`src/rtl/alu_cmd_sequencer.sv`:
```
// Command/response sequencer for a 16-bit ALU: issues operands, waits a fixed
// settle time, captures result/error, and tracks accumulator, sticky errors and op count.
module alu_cmd_sequencer #(
  parameter int ALU_LAT = 2,
  parameter int CNT_W   = 8
) (
  input  logic             clk,
  input  logic             reset,
  input  logic             cmd_valid,
  output logic             cmd_ready,
  input  logic [15:0]      cmd_a,
  input  logic [15:0]      cmd_b,
  input  logic [3:0]       cmd_op,
  input  logic             cmd_use_acc,
  input  logic             cmd_clr_err,
  output logic [15:0]      alu_a,
  output logic [15:0]      alu_b,
  output logic [3:0]       alu_op,
  input  logic [31:0]      alu_result,
  input  logic [1:0]       alu_error,
  output logic             rsp_valid,
  input  logic             rsp_ready,
  output logic [31:0]      rsp_result,
  output logic [2:0]       rsp_error,
  output logic [31:0]      acc,
  output logic [2:0]       sticky_err,
  output logic [CNT_W-1:0] op_count
);

  typedef enum logic [1:0] {IDLE, SETTLE, DONE} state_e;

  localparam logic [3:0] CNT_LD = 4'(ALU_LAT - 1);

  state_e           state_q;
  logic [3:0]       cnt_q;
  logic [15:0]      alu_a_q, alu_b_q;
  logic [3:0]       alu_op_q;
  logic [31:0]      rsp_result_q, acc_q;
  logic [2:0]       rsp_error_q, sticky_q;
  logic [CNT_W-1:0] op_count_q;
  logic [2:0]       sticky_d;
  logic             illegal_op;

  // A clear coinciding with a capture still keeps the newly captured error.
  assign sticky_d   = cmd_clr_err ? 3'b000 : sticky_q;
  assign illegal_op = (cmd_op == 4'd12) || (cmd_op == 4'd13);

  assign cmd_ready  = (state_q == IDLE) && reset;
  assign rsp_valid  = (state_q == DONE);
  assign alu_a      = alu_a_q;
  assign alu_b      = alu_b_q;
  assign alu_op     = alu_op_q;
  assign rsp_result = rsp_result_q;
  assign rsp_error  = rsp_error_q;
  assign acc        = acc_q;
  assign sticky_err = sticky_q;
  assign op_count   = op_count_q;

  always_ff @(posedge clk or negedge reset) begin
    if (!reset) begin
      state_q      <= IDLE;
      cnt_q        <= '0;
      alu_a_q      <= '0;
      alu_b_q      <= '0;
      alu_op_q     <= '0;
      rsp_result_q <= '0;
      rsp_error_q  <= '0;
      acc_q        <= '0;
      sticky_q     <= '0;
      op_count_q   <= '0;
    end else begin
      sticky_q <= sticky_d;
      case (state_q)
        IDLE: begin
          if (cmd_valid) begin
            if (illegal_op) begin
              rsp_result_q <= '0;
              rsp_error_q  <= 3'b100;
              sticky_q     <= sticky_d | 3'b100;
              state_q      <= DONE;
            end else begin
              alu_a_q  <= cmd_use_acc ? acc_q[15:0] : cmd_a;
              alu_b_q  <= cmd_b;
              alu_op_q <= cmd_op;
              cnt_q    <= CNT_LD;
              state_q  <= SETTLE;
            end
          end
        end
        SETTLE: begin
          if (cnt_q == 4'd0) begin
            rsp_result_q <= alu_result;
            rsp_error_q  <= {1'b0, alu_error};
            sticky_q     <= sticky_d | {1'b0, alu_error};
            state_q      <= DONE;
          end else begin
            cnt_q <= cnt_q - 4'd1;
          end
        end
        DONE: begin
          if (rsp_ready) begin
            if (rsp_error_q == 3'b000) acc_q <= rsp_result_q;
            op_count_q <= op_count_q + 1'b1;
            state_q    <= IDLE;
          end
        end
        default: state_q <= IDLE;
      endcase
    end
  end

endmodule

```
`config.mk`:
```
export PLATFORM = sky130hd
export DESIGN_NAME = alu_cmd_sequencer
export DESIGN_NICKNAME = d
export VERILOG_FILES = /design/src/rtl/alu_cmd_sequencer.sv
export SDC_FILE = /design/constraint.sdc
export NUM_CORES = 1
export LEC_CHECK = 0
export ABC_AREA = 1
export CAP_MARGIN = 20
export CORE_ASPECT_RATIO = 1.4
export CORE_UTILIZATION = 35
export CTS_BUF_LIST = sky130_fd_sc_hd__clkbuf_16
export DETAILED_ROUTE_END_ITERATION = 8
export GPL_ROUTABILITY_DRIVEN = 0
export PLACE_DENSITY_LB_ADDON = 0.3
export SYNTH_ARGS = -nofsm -noshare
export SYNTH_HDL_FRONTEND = slang
export SYNTH_SLANG_ARGS = --single-unit
```
`constraint.sdc`:
```
create_clock -name clk -period 2.1 [get_ports clk]
set_input_delay 0.63 -clock clk [delete_from_list [all_inputs] [get_ports clk]]
set_output_delay 0.63 -clock clk [all_outputs]
set_load 0.1 [all_outputs]
```
# Yosys cells after proc, flatten, opt, wreduce, memory -nomap -nowiden
# Index checks and enable logic that the tools add are counted.
op_classes:
  addsub: 2
  eq_ne: 10
  n_mux: 23
  n_bitwise: 2
  reduce_logical: 12
op_table:
  columns: ["cell", "n"]
  rows:
  - ["2-to-1 mux 32 bit", 3]
  - ["case mux 32 bit (2 select lines)", 1]
  - ["2-to-1 mux 3 bit", 7]
  - ["2-to-1 mux 16 bit", 1]
  - ["2-to-1 mux 4 bit", 3]
  - ["case mux 3 bit (2 select lines)", 2]
  - ["!= test 2 bit (second input constant)", 5]
  - ["AND reduction 3 bit", 3]
  - ["adder 8 x 1 -> 8 bit (second input constant)", 1]
  - ["equality test 4 bit (second input constant)", 2]
  - ["2-to-1 mux 2 bit", 4]
  - ["case mux 4 bit (2 select lines)", 1]
  - ["AND reduction 4 bit", 2]
  - ["case mux 2 bit (3 select lines)", 1]
  - ["zero test 4 bit", 1]
  - ["subtractor 4 x 1 -> 4 bit (second input constant)", 1]
  - ["zero test 3 bit", 1]
  - ["bitwise OR 3 x 2 -> 3 bit", 1]
  - ["equality test 2 x 1 -> 1 bit (second input constant)", 1]
  - ["equality test 2 bit (second input constant)", 1]
  - ["zero test 2 bit", 1]
  - ["!= test 2 x 1 -> 1 bit (second input constant)", 1]
  - ["AND reduction 2 bit", 1]
  - ["nonzero test 2 bit", 1]
  - ["3 further kinds", 3]
word_totals:
  reg_bits: 120
  in_bits: 76
  output_inout_bits: 116
  wordCells: 59

# Depth between registers and ports, before layout
depth:
  word_depth: 5
  mapped_depth: 8
  ltp_nobuf: 7

# Worst setup path after synthesis
# Ideal clock, no wire load.
synth_timing:
  path_kind: "input to output"
  startpoint: "in reset"
  endpoint: "out cmd_ready"
  arrival_ns: 2.812
  required_time_ns: 1.470
  path_slack_ns: -1.342
  path_stages: 1
  n_path_buf: 0
  path_cell_list: "nor3b_1"
synth_via:
  elab_chain_cells: 1
synth_rtl:
  columns: ["item", "line_no", "source"]
  rows:
  - ["from (decl)", "8", "input logic reset,"]
  - ["logical AND 1 bit", "48", "assign cmd_ready = (state_q == IDLE) && reset;"]
  - ["to (decl)", "10", "output logic cmd_ready,"]
# No other way between the ends.

# Worst setup path in the final report
layout_timing:
  startpoint: "reg state_q[1]"
  endpoint: "out rsp_valid"
layout_via:
  elab_chain_cells: 1
layout_rtl:
  columns: ["item", "line_no", "source"]
  rows:
  - ["from (decl)", "34", "state_e state_q;"]
  - ["from (signal assigned)", "61", "state_q <= IDLE;"]
  - ["from (signal assigned)", "80", "state_q <= DONE;"]
  - ["from (signal assigned)", "86", "state_q <= SETTLE;"]
  - ["equality test 2 bit", "49", "assign rsp_valid = (state_q == DONE);"]
  - ["to (decl)", "21", "output logic rsp_valid,"]
# No other way between the ends.

==> metrics <==
initial core utilization=0.3607; worst hold slack=0.3890 ns; largest net degree at the start of global routing=121; Post-CTS Setup Inserts=0; Worst path max stage delay=0.48 ns; die height=between 100 and 150 um; area grow syn2layout=82.16%; Core ar.=13510 um^2; Max Freq=between 400 and 500 MHz; Netlist Area Pre-Place=4875 um^2; arrival time worst endpoint=about 1.4 ns; TritonRoute pass-1 iters=4; storage element area=3003 um^2; sequential area share after synthesis=0.6160; CTS resizes=0; clock period minus worst slack=2.001 ns; Yosys top cell by area=dfrtp_1; Max clock buf depth=2; DIE AREA=approximately 14000 um^2; via count=4217; CP Class=flip-flop to primary output; layout cells sized above 1=0.2165; Yosys reg bits=120; Final Hold Vio Count=0; initial DRC count=138; worst rel slew slack=0.5754; DP Wirelength=about 10 mm; drt wl/cell=between 10 and 15 um; CTS tree=done; worst path bufs/invs=2; Hold-fix buffers, CTS=0; WL met3=888 um; synthesized instance count=552; Final setup viols=0; clk_lat worst skew=0.40 ns; clock buffer count from CTS=17; vias in the first global route=4233; Setup Skew=0.009236 ns; Placed Area=8207 um^2; critical path startpoint category=flip-flop; status=completed; DRC=0; GRT Residual Overflow=0; M1 wire length=5.297 mm; Synth Flop Type=dfrtp_1; detail-routed via count per cell=4.467; H-tree Lvls=4; clk slew on worst S/H paths=0.06 ns; worst slew pin tran=0.6369 ns; Post-synth EDFFs=0; gr usage total=0.1959; Final nets=828; Area contributors post-synth=dfrtp_1, nand2_1, o21ai_0; chip width=101.7 um; RSZ-0062 raised after global routing=no; syn_nets=631; Worst Path Max Fanout=6; most common cell in the synthesized netlist=nand2_1; Final TNS setup=0 ns; CP max-delay cell=dfrtp_1; Max-cap violations=0; most frequent cells after synthesis=nand2_1, dfrtp_1, o21ai_0; FP Rows=50; PnR worst setup slack=0.09867 ns; first-pass GRT wire length=21.47 mm; met2 wire len=between 6 and 7 mm; worst hold path type=input pin to async pin; Worst Path Required=~1.5 ns; ys async rst share=1.000; Setup Slack @ Placement=0.05193 ns; ant diodes=0; fillers=1085; Clock Sinks=120; Cell Chain, Critical Path=inv_1 > nor2_2 > buf_12; CTS root buf=clkbuf_16; Syn. warnings=0; Routed Antenna Nets=0; Synth Area per Inst=8.831 um^2; Top delay family on crit path=flip-flops; Slew Limit Fails=0; post-route cell area=8880 um^2; initial antenna violation count=0; fin crit share=0.9530; Synth top area share=0.6160; max layer used=met4; Multi-input gate area=1575 um^2; IO buf count=191; I/O pin cnt=192; final wirelength=roughly 13 mm; Critical Path Sink Type=primary output; Synth cell types=24
## area by class of cell
type                       instances  area share
clock buffer                      17     0.04791
clock inverter                    15     0.02790
timing repair buffer             201      0.3627
multi-input combinational        361      0.1774
sequential                       120      0.3382
tap                              182     0.02564
inverter                          48     0.02029
## cells in the final DEF, fill, tap and decap left out, drive strengths merged, types with 2 or more instances in the layout
cell,netlist,routed
xor2,2,2
inv,47,49
bufinv,0,6
clkbuf,7,17
nand2,251,251
buf,16,127
nand3,14,14
nor2,13,13
clkdlybuf4s50,0,74
xnor2,3,3
clkinv,1,7
dfrtp,120,120
o21ai,67,67
ha,3,3
nor3,2,2
## worst paths after layout
kind | end | start | cells past startpoint | slack [ns]
min in group clk | cnt_q[0] | cnt_q[0] | 2 | 0.48
max in group asynchronous | rsp_result[0] | reset | 2 | 1.25
setup / recovery | rsp_valid | state_q[1] | 3 | 0.1
setup reg to reg | rsp_result[7] | state_q[0] | 7 | 0.42
hold reg to reg | cnt_q[0] | cnt_q[0] | 2 | 0.48
hold / removal | rsp_result[28] | reset | 2 | 0.39
## metal layers
| layer | up-vias | global-route usage |
|---|---|---|
| met4 | 0 | 0.06865 |
| met1 | 1964 | 0.2256 |
| li1 | 2104 | - |
| met3 | 13 | 0.06453 |
| met5 | - | 0 |
| met2 | 136 | 0.3364 |
## cells by family after synthesis
logic type	count (synthesis)	synth area share
AO/OA/AOI/OAI	69	0.07135
XOR/XNOR	5	0.008985
adder cells (fa/ha/maj)	3	0.007701
flip-flops	120	0.6160
AND/OR/NAND/NOR	283	0.2274
multiplexers	1	0.002310
buffers and inverters	71	0.06622
## per-stage QoR
stage	cells	util
2_1_floorplan	552	-
3_3_place_gp	912	0.6073
3_5_place_dp	912	0.6073
4_1_cts	944	0.6571
5_1_grt	944	0.6571
6_report	944	0.6571
## flip-flops by register name, summed over array words and instances, names as in the netlist
signal      cells
cnt_q           4
op_count        8
alu_op          4
sticky_err      3
state_q         2
alu_b          16
rsp_error       3
rsp_result     32
acc            32
alu_a          16
Power is not shown: default switching activity piles up to over one toggle a cycle in this logic, so the estimate is an artifact.
